`src/rtl/rca64_serial_ctrl_pkg.sv`:
```
// rca64_serial_ctrl_pkg: shared FSM state encoding and default slice geometry.
package rca64_serial_ctrl_pkg;
  typedef enum logic [1:0] {IDLE, RUN, DONE} state_e;
  localparam int DEF_WORD_W = 16;
  localparam int DEF_NWORDS = 4;
endpackage

```
`src/rtl/rca64_serial_ctrl_rca_slice.sv`:
```
// rca_slice: combinational WORD_W-bit ripple adder slice with carry in/out.
module rca_slice #(
  parameter int W = 16
) (
  input  logic [W-1:0] a,
  input  logic [W-1:0] b,
  input  logic         cin,
  output logic [W-1:0] s,
  output logic         cout
);
  assign {cout, s} = {1'b0, a} + {1'b0, b} + {{W{1'b0}}, cin};
endmodule

```
`src/rtl/rca64_serial_ctrl.sv`:
```
// rca64_serial_ctrl: wide adder computed one slice per cycle through a single shared slice adder.
module rca64_serial_ctrl
  import rca64_serial_ctrl_pkg::*;
#(
  parameter int WORD_W = DEF_WORD_W,
  parameter int NWORDS = DEF_NWORDS
) (
  input  logic                     clk,
  input  logic                     rst_n,
  input  logic                     in_valid,
  output logic                     in_ready,
  input  logic [WORD_W*NWORDS-1:0] A,
  input  logic [WORD_W*NWORDS-1:0] B,
  input  logic                     Cin,
  output logic                     out_valid,
  input  logic                     out_ready,
  output logic [WORD_W*NWORDS-1:0] S,
  output logic                     Cout,
  output logic                     busy
);
  localparam int W = WORD_W * NWORDS;
  localparam int IDX_W = NWORDS > 1 ? $clog2(NWORDS) : 1;
  localparam logic [IDX_W-1:0] LAST = IDX_W'(NWORDS - 1);
  state_e state_q, state_d;
  logic [W-1:0] a_q, a_d, b_q, b_d, s_q, s_d;
  logic [IDX_W-1:0] idx_q, idx_d;
  logic c_q, c_d, cout_q, cout_d;
  logic [WORD_W-1:0] sl_a, sl_b, sl_s;
  logic sl_c;
  assign sl_a = a_q[int'(idx_q)*WORD_W +: WORD_W];
  assign sl_b = b_q[int'(idx_q)*WORD_W +: WORD_W];
  rca_slice #(.W(WORD_W)) u_slice (
    .a(sl_a), .b(sl_b), .cin(c_q), .s(sl_s), .cout(sl_c)
  );
  always_comb begin
    state_d = state_q;
    a_d = a_q;
    b_d = b_q;
    s_d = s_q;
    idx_d = idx_q;
    c_d = c_q;
    cout_d = cout_q;
    if (state_q == IDLE && in_valid) begin
      a_d = A;
      b_d = B;
      c_d = Cin;
      idx_d = '0;
      s_d = '0;
      state_d = RUN;
    end else if (state_q == RUN) begin
      s_d[int'(idx_q)*WORD_W +: WORD_W] = sl_s;
      c_d = sl_c;
      idx_d = idx_q == LAST ? '0 : idx_q + 1'b1;
      cout_d = idx_q == LAST ? sl_c : cout_q;
      state_d = idx_q == LAST ? DONE : RUN;
    end else if (state_q == DONE && out_ready) begin
      state_d = IDLE;
    end
  end
  always_ff @(posedge clk or negedge rst_n) begin
    if (!rst_n) begin
      state_q <= IDLE;
      a_q <= '0;
      b_q <= '0;
      s_q <= '0;
      idx_q <= '0;
      c_q <= 1'b0;
      cout_q <= 1'b0;
    end else begin
      state_q <= state_d;
      a_q <= a_d;
      b_q <= b_d;
      s_q <= s_d;
      idx_q <= idx_d;
      c_q <= c_d;
      cout_q <= cout_d;
    end
  end
  assign in_ready = state_q == IDLE;
  assign out_valid = state_q == DONE;
  assign busy = state_q != IDLE;
  assign S = s_q;
  assign Cout = cout_q;
endmodule

```
`config.mk`:
```
export PLATFORM = sky130hd
export DESIGN_NAME = rca64_serial_ctrl
export DESIGN_NICKNAME = d
export VERILOG_FILES = /design/src/rtl/rca64_serial_ctrl_pkg.sv /design/src/rtl/rca64_serial_ctrl_rca_slice.sv /design/src/rtl/rca64_serial_ctrl.sv
export SDC_FILE = /design/constraint.sdc
export NUM_CORES = 1
export LEC_CHECK = 0
export ABC_CLOCK_PERIOD_IN_PS = 5200
export CELL_PAD_IN_SITES_DETAIL_PLACEMENT = 0
export CELL_PAD_IN_SITES_GLOBAL_PLACEMENT = 1
export CORE_MARGIN = 1.5
export CORE_UTILIZATION = 41
export DETAILED_ROUTE_END_ITERATION = 7
export GPL_ROUTABILITY_DRIVEN = 0
export GPL_TIMING_DRIVEN = 0
export HOLD_SLACK_MARGIN = 0.03
export PLACE_DENSITY_LB_ADDON = 0.1
export SLEW_MARGIN = 20
export SYNTH_ARGS = -nofsm -noshare
export SYNTH_HDL_FRONTEND = slang
export SYNTH_HIERARCHICAL = 1
export SYNTH_SLANG_ARGS = --single-unit
```
`constraint.sdc`:
```
create_clock -name clk -period 5.2 [get_ports clk]
set_clock_uncertainty 0.2 [all_clocks]
set_input_delay 1.04 -clock clk [delete_from_list [all_inputs] [get_ports clk]]
set_output_delay 1.04 -clock clk [all_outputs]
set_load 0.05 [all_outputs]
```
==> results of run 1 <==
[cells in the mapped netlist, types with 2 or more instances]
cell and count:
sky130_fd_sc_hd__a21oi_1 27, sky130_fd_sc_hd__fa_1 2, sky130_fd_sc_hd__a21o_1 7, sky130_fd_sc_hd__clkbuf_1 6
sky130_fd_sc_hd__nand4_1 15, sky130_fd_sc_hd__o21bai_1 4, sky130_fd_sc_hd__nor2_1 5, sky130_fd_sc_hd__buf_4 8
sky130_fd_sc_hd__nand3_1 3, sky130_fd_sc_hd__o21a_1 2, sky130_fd_sc_hd__ha_1 21, sky130_fd_sc_hd__a21oi_2 3
sky130_fd_sc_hd__mux2_2 129, sky130_fd_sc_hd__buf_6 3, sky130_fd_sc_hd__mux4_2 32, sky130_fd_sc_hd__nor2b_1 4
sky130_fd_sc_hd__nand2b_1 2, sky130_fd_sc_hd__xnor2_1 9, sky130_fd_sc_hd__xor2_1 5, sky130_fd_sc_hd__o21ai_2 2
sky130_fd_sc_hd__o21ai_0 6, sky130_fd_sc_hd__buf_2 20, sky130_fd_sc_hd__inv_1 8, sky130_fd_sc_hd__dfrtp_1 198
sky130_fd_sc_hd__a31oi_1 2, sky130_fd_sc_hd__nor4b_4 2, sky130_fd_sc_hd__nand2_1 26, sky130_fd_sc_hd__a22o_1 49
[sequential cells by signal, indices dropped and copies added, names as in the netlist]
signal / flops
state_q: 2
S: 64
Cout: 1
b_q: 64
idx_q: 2
c_q: 1
a_q: 64
[cell families after synthesis]
group,count (synthesis)
mux,161
simple gates,68
flops,198
xor+xnor,14
buf+inv,47
compound gates,113
fa+ha+maj,23
[per-stage QoR]
stage                     setup WS (ns)  std cells  util (%)  instance area [um^2]  TNS, ns
after global placement            -4.96       1104      52.4                 11400  -980.05
after floorplan                    1.17        624         -                  9090        0
final                             0.312       1139      55.6                 12100        0
after detailed placement          0.333       1106      52.7                 11500        0
after global routing              0.102       1139      55.6                 12100        0
after CTS                         0.314       1138      55.6                 12100        0
[power groups by stage]
stage | sequential (uW) | clock (uW) | combinational, uW
2_1_floorplan | 1670 | 0 | 138
3_3_place_gp | 1650 | 0 | 341
3_5_place_dp | 1660 | 0 | 355
4_1_cts | 1620 | 1410 | 356
5_1_grt | 1630 | 1480 | 380
6_report | 1620 | 1380 | 353
[placed cells by master (no fill, tap or decap), types with 4 or more instances in the layout]
cell type,count
sky130_fd_sc_hd__a21o_1,7
sky130_fd_sc_hd__a21oi_1,27
sky130_fd_sc_hd__a22o_1,49
sky130_fd_sc_hd__buf_2,20
sky130_fd_sc_hd__buf_4,8
sky130_fd_sc_hd__clkbuf_1,6
sky130_fd_sc_hd__clkbuf_16,17
sky130_fd_sc_hd__clkdlybuf4s50_1,199
sky130_fd_sc_hd__dfrtp_1,198
sky130_fd_sc_hd__ha_1,21
sky130_fd_sc_hd__inv_1,8
sky130_fd_sc_hd__inv_8,4
sky130_fd_sc_hd__mux2_2,129
sky130_fd_sc_hd__mux4_2,32
sky130_fd_sc_hd__nand2_1,26
sky130_fd_sc_hd__nand4_1,15
sky130_fd_sc_hd__nor2_1,5
sky130_fd_sc_hd__nor2b_1,4
sky130_fd_sc_hd__o21ai_0,6
sky130_fd_sc_hd__o21bai_1,4
sky130_fd_sc_hd__xnor2_1,9
sky130_fd_sc_hd__xor2_1,5
[worst paths after layout]
| path | endpoint | slack, ns | depth (start not counted) | start |
|---|---|---|---|---|
| hold / removal | a_q[38]$_DFFE_PN0P_ | 0.31 | 1 | a_q[38]$_DFFE_PN0P_ |
| setup / recovery | c_q$_DFFE_PN0P_ | 0.31 | 14 | idx_q[1]$_DFFE_PN0P_ |
| hold reg to reg | a_q[38]$_DFFE_PN0P_ | 0.31 | 1 | a_q[38]$_DFFE_PN0P_ |
| min in group asynchronous | S[51]$_DFFE_PN0P_ | 0.32 | 1 | rst_n |
| max in group asynchronous | b_q[62]$_DFFE_PN0P_ | 3.71 | 2 | rst_n |
| setup reg to reg | c_q$_DFFE_PN0P_ | 0.31 | 14 | idx_q[1]$_DFFE_PN0P_ |
[routing by layer]
layer  global-route usage, %  part of all wire (%)  up-vias
li1                        -                     -     2787
met2                    37.3                    51      179
met3                    5.73                   5.8       30
met1                    27.9                    42     3091
met4                    5.22                   1.3        2
met5                       0                 0.049        -
[layout make-up]
| cell class | count | area (um^2) | area share (%) |
|---|---|---|---|
| clock buffers | 18 | 439 | 3.62 |
| inverters | 9 | 33.8 | 0.278 |
| repair buffers | 202 | 2060 | 17.0 |
| clock inverters | 14 | 188 | 1.55 |
| plain buffers | 38 | 220 | 1.81 |
| multi-input cells | 379 | 3880 | 32.0 |
| diodes | 1 | 2.50 | 0.0206 |
| flip-flops and latches | 198 | 4950 | 40.8 |
| well taps | 280 | 350 | 2.89 |
[worst register-to-register path, cell delays in order (launching register included)]
cell and delay [ns]:
sky130_fd_sc_hd__dfrtp_1 0.41, sky130_fd_sc_hd__clkbuf_1 0.43, sky130_fd_sc_hd__clkbuf_1 0.66, sky130_fd_sc_hd__mux4_2 0.48, sky130_fd_sc_hd__fa_1 0.45, sky130_fd_sc_hd__fa_1 0.43, sky130_fd_sc_hd__a21oi_2 0.20, sky130_fd_sc_hd__o21ai_2 0.12
sky130_fd_sc_hd__a21oi_2 0.24, sky130_fd_sc_hd__o221ai_2 0.17, sky130_fd_sc_hd__a221o_1 0.32, sky130_fd_sc_hd__a21o_1 0.23, sky130_fd_sc_hd__and2_1 0.17, sky130_fd_sc_hd__a31oi_1 0.14, sky130_fd_sc_hd__o21ai_0 0.09
==> impl_results.html, run 1 <==
<table>
<tr><th>Metric</th><th>Value</th></tr>
<tr><th colspan="2">Drt</th></tr>
<tr><td>Number of DRC markers in iteration 0</td><td>between 200 and 250</td></tr>
<tr><td>Routed length per instance</td><td>around 21 um</td></tr>
<tr><td>Number of nets with antenna violations after detailed routing</td><td>0</td></tr>
<tr><td>Final routed DRC violation total</td><td>0</td></tr>
<tr><td>Vias per cell</td><td>roughly 5.3</td></tr>
<tr><td>Number of detailed-route iterations in the first pass</td><td>4</td></tr>
<tr><td>WL final</td><td>about 24000 um</td></tr>
<tr><td>Via count</td><td>~6100</td></tr>
<tr><th colspan="2">Worst setup path</th></tr>
<tr><td>Endpoint class of the critical path</td><td>register</td></tr>
<tr><td>Max incr delay on CP</td><td>~0.65 ns</td></tr>
<tr><td>Type of the setup path with the least slack</td><td>reg2reg</td></tr>
<tr><td>Crit path cell chain</td><td>clkbuf_1, clkbuf_1, mux4_2, fa_1, fa_1, a21oi_2, o21ai_2, a21oi_2, o221ai_2, a221o_1, a21o_1, and2_1, a31oi_1, o21ai_0</td></tr>
<tr><td>Highest fanout seen on the critical path</td><td>10</td></tr>
<tr><td>Largest delay share family, worst path</td><td>compound AO/OA/AOI/OAI gates</td></tr>
<tr><td>Arrival @ worst endpoint</td><td>5.00 ns</td></tr>
<tr><td>Worst setup SP type</td><td>register</td></tr>
<tr><td>Number of buffers and inverters on the critical path</td><td>2</td></tr>
<tr><td>CP Data Required Time</td><td>around 5.3 ns</td></tr>
<tr><td>Slowest cell on the critical path</td><td>sky130_fd_sc_hd__clkbuf_1</td></tr>
<tr><th colspan="2">Pwr</th></tr>
<tr><td>Part of the total power dissipated in the clock network</td><td>between 40% and 50%</td></tr>
<tr><td>Power dissipated by switching net loads</td><td>approximately 830 uW</td></tr>
<tr><td>Switching part of the total power</td><td>between 20% and 30%</td></tr>
<tr><td>Max rail drop VDD</td><td>between 0.2 and 0.25 mV</td></tr>
<tr><td>Fraction of power consumed by sequential logic</td><td>between 40 and 50%</td></tr>
<tr><td>Overall Power</td><td>between 3000 and 4000 uW</td></tr>
<tr><td>Power Density</td><td>between 200 and 300 nW/um^2</td></tr>
<tr><td>Logic gate share of total power</td><td>between 10% and 20%</td></tr>
<tr><td>Int Power</td><td>2530 uW</td></tr>
<tr><td>Static leakage</td><td>0.00538 uW</td></tr>
<tr><th colspan="2">Synth</th></tr>
<tr><td>Combinational family with the most area after synthesis</td><td>multiplexers</td></tr>
<tr><td>Synth Area in Simple Gates</td><td>around 4.7%</td></tr>
<tr><td>Mapped Nets</td><td>780</td></tr>
<tr><td>Fraction of the mapped netlist area in compound gates</td><td>under 10%</td></tr>
<tr><td>Mean cell area of the mapped netlist</td><td>around 15 um^2</td></tr>
<tr><td>Gate count after technology mapping</td><td>between 600 and 700</td></tr>
<tr><td>Fraction of synthesized cell area in xor and xnor cells</td><td>under 10%</td></tr>
<tr><td>Post-Syn Area</td><td>around 9100 um^2</td></tr>
<tr><td>Number of warnings issued by yosys</td><td>6</td></tr>
<tr><td>Leading cell types by total area after synthesis</td><td>sky130_fd_sc_hd__dfrtp_1, sky130_fd_sc_hd__mux2_2, sky130_fd_sc_hd__mux4_2</td></tr>
<tr><td>Largest area contributor in the synthesized netlist</td><td>sky130_fd_sc_hd__dfrtp_1</td></tr>
<tr><td>Fraction of registers with async set or reset after synthesis</td><td>100%</td></tr>
<tr><td>Number of enable flip-flop cells after synthesis</td><td>0</td></tr>
<tr><td>Synthesized-area fraction occupied by adder cells</td><td>3.33%</td></tr>
<tr><td>Flip-flop and latch count after synthesis</td><td>just under 200</td></tr>
<tr><td>Portion of netlist area occupied by mux cells</td><td>23.9%</td></tr>
<tr><td>Cell variety after synth</td><td>52</td></tr>
<tr><td>Primary flip-flop cell chosen by synthesis mapping</td><td>sky130_fd_sc_hd__dfrtp_1</td></tr>
<tr><td>Fraction of synthesized cell area taken by the top area cell type</td><td>between 50% and 60%</td></tr>
<tr><td>Share of the yosys chip area belonging to registers</td><td>54.5%</td></tr>
<tr><th colspan="2">CTS</th></tr>
<tr><td>Number of clock buffers inserted by TritonCTS</td><td>17</td></tr>
<tr><td>Clock Sink Count</td><td>198</td></tr>
<tr><td>CTS clk-pin slew, worst paths</td><td>about 0.07 ns</td></tr>
<tr><td>Post-CTS Repair Setup Buffers</td><td>0</td></tr>
<tr><td>Clock latency reported for the late side of the worst-skew pair</td><td>about 0.44 ns</td></tr>
<tr><td>CTS Root Cell</td><td>sky130_fd_sc_hd__clkbuf_16</td></tr>
<tr><td>Number of buffers on the longest clock path</td><td>2</td></tr>
<tr><td>Htree depth</td><td>4</td></tr>
<tr><td>CTS tree</td><td>built</td></tr>
<tr><td>Post-cts gate resize count</td><td>0</td></tr>
<tr><td>Hold Buf Count CTS</td><td>0</td></tr>
<tr><th colspan="2">Global route</th></tr>
<tr><td>Wire length of the first global-routing pass</td><td>around 39000 um</td></tr>
<tr><td>Largest net degree at the start of global routing</td><td>87</td></tr>
<tr><td>Antenna violations before repair</td><td>2</td></tr>
<tr><td>Number of global-route vias before repair</td><td>6680</td></tr>
<tr><td>Grt total ovfl</td><td>0</td></tr>
<tr><td>Total routing resource utilization after global routing</td><td>between 20 and 25%</td></tr>
<tr><th colspan="2">STA</th></tr>
<tr><td>Max Freq</td><td>0.205 GHz</td></tr>
<tr><td>Final-report setup violation count</td><td>0</td></tr>
<tr><td>Max-slew headroom</td><td>a little under half</td></tr>
<tr><td>Hold violation total from the final report</td><td>0</td></tr>
<tr><td>Least-Margin Pin Slew</td><td>0.789 ns</td></tr>
<tr><td>Period Utilization, post-route</td><td>between 90% and 100%</td></tr>
<tr><td>Slew Viols, Final</td><td>0</td></tr>
<tr><td>Final worst hold slack</td><td>around 0.3 ns</td></tr>
<tr><td>Unrepaired setup endpoints after global routing</td><td>false</td></tr>
<tr><td>Time the worst path needs with I/O delays and setup</td><td>~5 ns</td></tr>
<tr><th colspan="2">Finish</th></tr>
<tr><td>Proportion of layout cells with a drive suffix above 1</td><td>~29%</td></tr>
<tr><td>Fill cell instance count of the final layout</td><td>around 1800</td></tr>
<tr><td>Post-layout net count</td><td>between 1000 and 1500</td></tr>
<tr><td>Area growth from synthesis to final layout</td><td>33.5%</td></tr>
<tr><th colspan="2">Die</th></tr>
<tr><td>Placeable core region</td><td>roughly 22000 um^2</td></tr>
<tr><td>Effective utilization at floorplan</td><td>about two fifths</td></tr>
<tr><td>Overall die height</td><td>between 150 and 200 um</td></tr>
<tr><td>Standard-cell rows</td><td>54</td></tr>
<tr><td>Overall die area</td><td>around 23000 um^2</td></tr>
<tr><td>Number of top-level pins</td><td>201</td></tr>
<tr><td>Horizontal extent of the die</td><td>roughly 150 um</td></tr>
<tr><th colspan="2">Job</th></tr>
<tr><td>Max Cap Violations</td><td>0</td></tr>
<tr><th colspan="2">Placement</th></tr>
<tr><td>Number of input and output port buffers inserted</td><td>200</td></tr>
<tr><td>Half-perimeter wire length after detailed placement</td><td>roughly 19000 um</td></tr>
<tr><th colspan="2">Min path</th></tr>
<tr><td>Worst Hold Class</td><td>reg2reg</td></tr>
<tr><th colspan="2">Outcome</th></tr>
<tr><td>Status</td><td>finished clean</td></tr>
</table>
No activity file was read; power rests on OpenSTA's default activity.
==> inputs of run 2 (changes only) <==
CORE_UTILIZATION = 52   (was 41)
DONT_BUFFER_PORTS = 1   (was default)
==> impl_results.html, run 2 (synthesis gave the netlist of run 1 again) <==
<table>
<tr><th>Metric</th><th>Value</th></tr>
<tr><th colspan="2">Die</th></tr>
<tr><td>Horizontal extent of the die</td><td>135 um</td></tr>
<tr><td>Effective utilization at floorplan</td><td>between 50% and 60%</td></tr>
<tr><td>Number of top-level pins</td><td>201</td></tr>
<tr><td>Overall die height</td><td>between 100 and 150 um</td></tr>
<tr><td>Overall die area</td><td>approximately 18000 um^2</td></tr>
<tr><td>Standard-cell rows</td><td>48</td></tr>
<tr><td>Placeable core region</td><td>17200 um^2</td></tr>
<tr><th colspan="2">Finish</th></tr>
<tr><td>Proportion of layout cells with a drive suffix above 1</td><td>a little over a third</td></tr>
<tr><td>Post-layout net count</td><td>799</td></tr>
<tr><td>Area growth from synthesis to final layout</td><td>9.69%</td></tr>
<tr><td>Commonest cells after routing, fill and taps aside</td><td>sky130_fd_sc_hd__dfrtp_1, sky130_fd_sc_hd__mux2_2, sky130_fd_sc_hd__a22o_1, sky130_fd_sc_hd__mux4_2, sky130_fd_sc_hd__a21oi_1</td></tr>
<tr><td>Leading cell type in the layout, fill and taps excluded</td><td>sky130_fd_sc_hd__dfrtp_1</td></tr>
<tr><th colspan="2">Drt</th></tr>
<tr><td>Final routed DRC violation total</td><td>0</td></tr>
<tr><td>Number of detailed-route iterations in the first pass</td><td>4</td></tr>
<tr><td>Number of DRC markers in iteration 0</td><td>between 200 and 300</td></tr>
<tr><td>WL final</td><td>approximately 22000 um</td></tr>
<tr><td>Number of nets with antenna violations after detailed routing</td><td>0</td></tr>
<tr><td>Routed length per instance</td><td>24.9 um</td></tr>
<tr><td>Via count</td><td>about 5400</td></tr>
<tr><td>Vias per cell</td><td>slightly above 6</td></tr>
<tr><th colspan="2">STA</th></tr>
<tr><td>Slew Viols, Final</td><td>0</td></tr>
<tr><td>Least-Margin Pin Slew</td><td>0.938 ns</td></tr>
<tr><td>Final worst slack</td><td>about 0.38 ns</td></tr>
<tr><td>Max-slew headroom</td><td>between 30% and 40%</td></tr>
<tr><td>Hold violation total from the final report</td><td>0</td></tr>
<tr><td>Period Utilization, post-route</td><td>between 90% and 100%</td></tr>
<tr><td>Total negative slack for setup checks</td><td>0 ns</td></tr>
<tr><td>Final-report setup violation count</td><td>0</td></tr>
<tr><td>Max Freq</td><td>0.207 GHz</td></tr>
<tr><td>Time the worst path needs with I/O delays and setup</td><td>roughly 4.8 ns</td></tr>
<tr><td>Unrepaired setup endpoints after global routing</td><td>false</td></tr>
<tr><th colspan="2">Worst setup path</th></tr>
<tr><td>Type of the setup path with the least slack</td><td>reg2reg</td></tr>
<tr><td>Worst setup SP type</td><td>register</td></tr>
<tr><td>Arrival @ worst endpoint</td><td>between 4 and 5 ns</td></tr>
<tr><td>Endpoint class of the critical path</td><td>register</td></tr>
<tr><td>Highest fanout seen on the critical path</td><td>10</td></tr>
<tr><td>Setup slack on the worst flop-to-flop path</td><td>0.38 ns</td></tr>
<tr><td>Startpoint of the most critical register-to-register path</td><td>idx_q[1]$_DFFE_PN0P_</td></tr>
<tr><td>CP Data Required Time</td><td>5.31 ns</td></tr>
<tr><td>Worst-case reg-to-reg path depth</td><td>14</td></tr>
<tr><td>Worst reg2reg endpoint</td><td>c_q$_DFFE_PN0P_</td></tr>
<tr><th colspan="2">Job</th></tr>
<tr><td>Max Cap Violations</td><td>0</td></tr>
<tr><th colspan="2">CTS</th></tr>
<tr><td>Post-CTS Repair Setup Buffers</td><td>0</td></tr>
<tr><td>Hold Buf Count CTS</td><td>0</td></tr>
<tr><td>Clock latency reported for the late side of the worst-skew pair</td><td>around 0.44 ns</td></tr>
<tr><td>Htree depth</td><td>4</td></tr>
<tr><td>Clock Sink Count</td><td>between 150 and 200</td></tr>
<tr><td>CTS clk-pin slew, worst paths</td><td>0.07 ns</td></tr>
<tr><td>Number of clock buffers inserted by TritonCTS</td><td>17</td></tr>
<tr><td>CTS Root Cell</td><td>sky130_fd_sc_hd__clkbuf_16</td></tr>
<tr><td>CTS tree</td><td>built</td></tr>
<tr><td>Number of buffers on the longest clock path</td><td>2</td></tr>
<tr><td>Post-cts gate resize count</td><td>0</td></tr>
<tr><th colspan="2">Placement</th></tr>
<tr><td>Half-perimeter wire length after detailed placement</td><td>around 17000 um</td></tr>
<tr><td>Placement-stage worst setup slack</td><td>about 0.37 ns</td></tr>
<tr><td>Number of input and output port buffers inserted</td><td>0</td></tr>
<tr><th colspan="2">Global route</th></tr>
<tr><td>Total routing resource utilization after global routing</td><td>25.3%</td></tr>
<tr><td>Wire length of the first global-routing pass</td><td>approximately 34000 um</td></tr>
<tr><td>Number of global-route vias before repair</td><td>5656</td></tr>
<tr><td>Largest net degree at the start of global routing</td><td>199</td></tr>
<tr><td>Antenna violations before repair</td><td>7</td></tr>
<tr><td>Grt total ovfl</td><td>0</td></tr>
<tr><th colspan="2">Pwr</th></tr>
<tr><td>Power Density</td><td>around 310 nW/um^2</td></tr>
<tr><td>Max rail drop VDD</td><td>about 0.23 mV</td></tr>
<tr><td>Static leakage</td><td>around 0.0046 uW</td></tr>
<tr><td>Overall Power</td><td>~3100 uW</td></tr>
<tr><th colspan="2">Min path</th></tr>
<tr><td>Worst Hold Class</td><td>in2async</td></tr>
<tr><th colspan="2">Outcome</th></tr>
<tr><td>Status</td><td>finished clean</td></tr>
</table>
## run 2: area by class of cell
class | instances | area, um^2
Clock inverter | 10 | 110
Clock buffer | 22 | 474
Inverter | 9 | 33.8
Fill cell | 1444 | 7200
Buffer | 38 | 220
Multi-Input combinational cell | 379 | 3880
Antenna cell | 6 | 15.0
Tap cell | 225 | 282
Sequential cell | 198 | 4950
## run 2: power by group
group / internal, uW / leakage, uW / switching (uW)
combinational: 89.6 / 0.00172 / 85.6
clock: 713 / 0.000285 / 601
sequential: 1600 / 0.00258 / 52.6
total: 2400 / 0.00458 / 739
## run 2: stage by stage
stage	cell area, um^2	hold slack [ns]	utilization, %	instances
after floorplan	9090	0.269	-	624
after global placement	9370	0.284	54.6	849
after detailed placement	9370	0.291	54.6	849
after CTS	9960	0.0830	58.0	881
after global routing	9970	0.0666	58.0	884
final	9970	0.0963	58.1	887
## run 2: worst max-delay path by stage
| stage | start | end | slack [ns] | cells past startpoint |
|---|---|---|---|---|
| 2_1_floorplan | idx_q[0]$_DFFE_PN0P_ | c_q$_DFFE_PN0P_ | 1.17 | 14 |
| 3_3_place_gp | idx_q[1]$_DFFE_PN0P_ | c_q$_DFFE_PN0P_ | 0.38 | 14 |
| 3_5_place_dp | idx_q[1]$_DFFE_PN0P_ | c_q$_DFFE_PN0P_ | 0.37 | 14 |
| 4_1_cts | idx_q[1]$_DFFE_PN0P_ | c_q$_DFFE_PN0P_ | 0.34 | 14 |
| 5_1_grt | idx_q[1]$_DFFE_PN0P_ | S[42]$_DFFE_PN0P_ | 0.10 | 13 |
| 6_report | idx_q[1]$_DFFE_PN0P_ | c_q$_DFFE_PN0P_ | 0.38 | 14 |
## run 2: per-layer routing
metal,up-vias,share of wire [%],track usage (%)
met2,176,50,41.8
met1,2793,41,32.5
met4,8,1.3,6.39
met5,-,0.25,0
li1,2394,-,-
met3,28,6.9,8.23
## run 2: worst max-delay path, stage by stage, from the launching register on
cell                       delay, ns
sky130_fd_sc_hd__dfrtp_1        0.41
sky130_fd_sc_hd__clkbuf_1       0.45
sky130_fd_sc_hd__clkbuf_1       0.61
sky130_fd_sc_hd__mux4_2         0.49
sky130_fd_sc_hd__fa_1           0.47
sky130_fd_sc_hd__fa_1           0.43
sky130_fd_sc_hd__a21oi_2        0.20
sky130_fd_sc_hd__o21ai_2        0.11
sky130_fd_sc_hd__a21oi_2        0.21
sky130_fd_sc_hd__o221ai_2       0.17
sky130_fd_sc_hd__a221o_1        0.32
sky130_fd_sc_hd__a21o_1         0.22
sky130_fd_sc_hd__and2_1         0.17
sky130_fd_sc_hd__a31oi_1        0.14
sky130_fd_sc_hd__o21ai_0        0.10
==> inputs of run 3 (changes only) <==
PLACE_DENSITY_LB_ADDON = 0.05   (was 0.1)
==> impl_results.html, run 3 (synthesis gave the netlist of run 1 again) <==
<table>
<tr><th>Metric</th><th>Value</th></tr>
<tr><th colspan="2">Outcome</th></tr>
<tr><td>Status</td><td>finished clean</td></tr>
<tr><th colspan="2">CTS</th></tr>
<tr><td>Clock Sink Count</td><td>around 200</td></tr>
<tr><td>Clock latency reported for the late side of the worst-skew pair</td><td>~0.43 ns</td></tr>
<tr><td>Htree depth</td><td>4</td></tr>
<tr><td>Number of buffers on the longest clock path</td><td>2</td></tr>
<tr><td>Post-cts gate resize count</td><td>0</td></tr>
<tr><td>Number of clock buffers inserted by TritonCTS</td><td>17</td></tr>
<tr><td>CTS clk-pin slew, worst paths</td><td>~0.070 ns</td></tr>
<tr><td>Hold Buf Count CTS</td><td>0</td></tr>
<tr><td>CTS tree</td><td>built</td></tr>
<tr><td>CTS Root Cell</td><td>sky130_fd_sc_hd__clkbuf_16</td></tr>
<tr><td>Post-CTS Repair Setup Buffers</td><td>0</td></tr>
<tr><th colspan="2">Drt</th></tr>
<tr><td>Vias per cell</td><td>roughly 6.0</td></tr>
<tr><td>Number of detailed-route iterations in the first pass</td><td>4</td></tr>
<tr><td>Via count</td><td>approximately 5300</td></tr>
<tr><td>Number of DRC markers in iteration 0</td><td>around 280</td></tr>
<tr><td>WL final</td><td>approximately 22000 um</td></tr>
<tr><td>Routed length per instance</td><td>24.9 um</td></tr>
<tr><td>Number of nets with antenna violations after detailed routing</td><td>0</td></tr>
<tr><td>Final routed DRC violation total</td><td>0</td></tr>
<tr><th colspan="2">STA</th></tr>
<tr><td>Period Utilization, post-route</td><td>between 90% and 100%</td></tr>
<tr><td>Final-report setup violation count</td><td>0</td></tr>
<tr><td>Time the worst path needs with I/O delays and setup</td><td>~4.7 ns</td></tr>
<tr><td>Hold violation total from the final report</td><td>0</td></tr>
<tr><td>Total negative slack for setup checks</td><td>0 ns</td></tr>
<tr><td>Final worst slack</td><td>between 0.4 and 0.5 ns</td></tr>
<tr><td>Max-slew headroom</td><td>between 30% and 40%</td></tr>
<tr><td>Least-Margin Pin Slew</td><td>slightly above 0.9 ns</td></tr>
<tr><td>Max Freq</td><td>0.212 GHz</td></tr>
<tr><td>Unrepaired setup endpoints after global routing</td><td>false</td></tr>
<tr><td>Slew Viols, Final</td><td>0</td></tr>
<tr><th colspan="2">Global route</th></tr>
<tr><td>Antenna violations before repair</td><td>8</td></tr>
<tr><td>Number of global-route vias before repair</td><td>roughly 5800</td></tr>
<tr><td>Grt total ovfl</td><td>0</td></tr>
<tr><td>Largest net degree at the start of global routing</td><td>199</td></tr>
<tr><td>Total routing resource utilization after global routing</td><td>25.3%</td></tr>
<tr><td>Wire length of the first global-routing pass</td><td>34200 um</td></tr>
<tr><th colspan="2">Finish</th></tr>
<tr><td>Proportion of layout cells with a drive suffix above 1</td><td>a little over a third</td></tr>
<tr><td>Area taken by flip-flops and latches</td><td>approximately 5000 um^2</td></tr>
<tr><td>Commonest cells after routing, fill and taps aside</td><td>sky130_fd_sc_hd__dfrtp_1, sky130_fd_sc_hd__mux2_2, sky130_fd_sc_hd__a22o_1, sky130_fd_sc_hd__mux4_2, sky130_fd_sc_hd__a21oi_1</td></tr>
<tr><td>Fill cell instance count of the final layout</td><td>1435</td></tr>
<tr><td>Post-layout net count</td><td>between 700 and 800</td></tr>
<tr><td>Area growth from synthesis to final layout</td><td>9.19%</td></tr>
<tr><td>Leading cell type in the layout, fill and taps excluded</td><td>sky130_fd_sc_hd__dfrtp_1</td></tr>
<tr><td>Area of combinational cells with multiple inputs</td><td>between 3000 and 4000 um^2</td></tr>
<tr><td>Area of all placed cells without fillers</td><td>9930 um^2</td></tr>
<tr><th colspan="2">Die</th></tr>
<tr><td>Overall die area</td><td>18300 um^2</td></tr>
<tr><td>Horizontal extent of the die</td><td>135 um</td></tr>
<tr><td>Number of top-level pins</td><td>about 200</td></tr>
<tr><td>Effective utilization at floorplan</td><td>a little over half</td></tr>
<tr><td>Placeable core region</td><td>~17000 um^2</td></tr>
<tr><td>Overall die height</td><td>135 um</td></tr>
<tr><td>Standard-cell rows</td><td>48</td></tr>
<tr><th colspan="2">Placement</th></tr>
<tr><td>Half-perimeter wire length after detailed placement</td><td>16300 um</td></tr>
<tr><td>Instance area at placement</td><td>approximately 9400 um^2</td></tr>
<tr><td>Number of input and output port buffers inserted</td><td>0</td></tr>
<tr><td>Placement-stage worst setup slack</td><td>0.258 ns</td></tr>
<tr><th colspan="2">Worst setup path</th></tr>
<tr><td>Setup slack on the worst flop-to-flop path</td><td>a little under 0.5 ns</td></tr>
<tr><td>Worst setup SP type</td><td>register</td></tr>
<tr><td>Arrival @ worst endpoint</td><td>slightly below 5 ns</td></tr>
<tr><td>Worst reg2reg endpoint</td><td>c_q$_DFFE_PN0P_</td></tr>
<tr><td>Endpoint class of the critical path</td><td>register</td></tr>
<tr><td>Startpoint of the most critical register-to-register path</td><td>idx_q[1]$_DFFE_PN0P_</td></tr>
<tr><td>CP Data Required Time</td><td>~5.3 ns</td></tr>
<tr><td>Highest fanout seen on the critical path</td><td>10</td></tr>
<tr><td>Type of the setup path with the least slack</td><td>reg2reg</td></tr>
<tr><td>Worst-case reg-to-reg path depth</td><td>14</td></tr>
<tr><th colspan="2">Job</th></tr>
<tr><td>Max Cap Violations</td><td>0</td></tr>
<tr><th colspan="2">Pwr</th></tr>
<tr><td>Static leakage</td><td>approximately 0.0046 uW</td></tr>
<tr><td>Max rail drop VDD</td><td>0.213 mV</td></tr>
<tr><td>Power Density</td><td>just over 300 nW/um^2</td></tr>
<tr><th colspan="2">Min path</th></tr>
<tr><td>Worst Hold Class</td><td>in2async</td></tr>
</table>
## run 3: metal layers
layer	GRT usage [%]	up-vias	share of wire [%]	wire, um
met5	0	-	0.18	40
met2	40.4	159	49	10700
met3	8.45	31	7.8	1720
li1	-	2378	-	-
met1	33.0	2769	42	9240
met4	7.59	6	1.5	327
## run 3: final cells by class
| cell class | instances | share of cell area [%] |
|---|---|---|
| sequential | 198 | 49.9 |
| multi-input combinational | 379 | 39.1 |
| clock buffer | 21 | 4.54 |
| tap | 225 | 2.84 |
| buffer | 38 | 2.24 |
| clock inverter | 10 | 0.895 |
| inverter | 9 | 0.340 |
| antenna | 5 | 0.126 |
## run 3: worst max path at each step
stage,startpoint,endpoint,depth (start not counted)
2_1_floorplan,idx_q[0]$_DFFE_PN0P_,c_q$_DFFE_PN0P_,14
3_3_place_gp,idx_q[1]$_DFFE_PN0P_,c_q$_DFFE_PN0P_,14
3_5_place_dp,idx_q[1]$_DFFE_PN0P_,c_q$_DFFE_PN0P_,14
4_1_cts,idx_q[1]$_DFFE_PN0P_,c_q$_DFFE_PN0P_,14
5_1_grt,idx_q[1]$_DFFE_PN0P_,c_q$_DFFE_PN0P_,14
6_report,idx_q[1]$_DFFE_PN0P_,c_q$_DFFE_PN0P_,14
## run 3: where the power goes
group	switching (uW)	internal, uW	total, uW	leakage (uW)
logic	86.1	89.5	176	0.00173
clock network	601	638	1240	0.000267
registers	51.6	1600	1650	0.00258
## run 3: critical path, stage by stage (launching register included)
cell and delay [ns]:
sky130_fd_sc_hd__dfrtp_1 0.41, sky130_fd_sc_hd__clkbuf_1 0.45, sky130_fd_sc_hd__clkbuf_2 0.47, sky130_fd_sc_hd__mux4_2 0.44, sky130_fd_sc_hd__fa_1 0.46, sky130_fd_sc_hd__fa_1 0.43, sky130_fd_sc_hd__a21oi_2 0.21, sky130_fd_sc_hd__o21ai_2 0.11
sky130_fd_sc_hd__a21oi_2 0.23, sky130_fd_sc_hd__o221ai_2 0.17, sky130_fd_sc_hd__a221o_1 0.32, sky130_fd_sc_hd__a21o_1 0.24, sky130_fd_sc_hd__and2_1 0.18, sky130_fd_sc_hd__a31oi_1 0.15, sky130_fd_sc_hd__o21ai_0 0.11
## run 3: through the flow
stage	hold WS, ns	util [%]	instances	power, uW
floorplan	0.269	-	624	1810
global placement	0.283	54.6	849	1840
detailed placement	0.291	54.6	849	1850
CTS	0.0865	57.7	880	3080
global route	0.0737	57.8	882	3170
finish	0.0995	57.8	885	3060
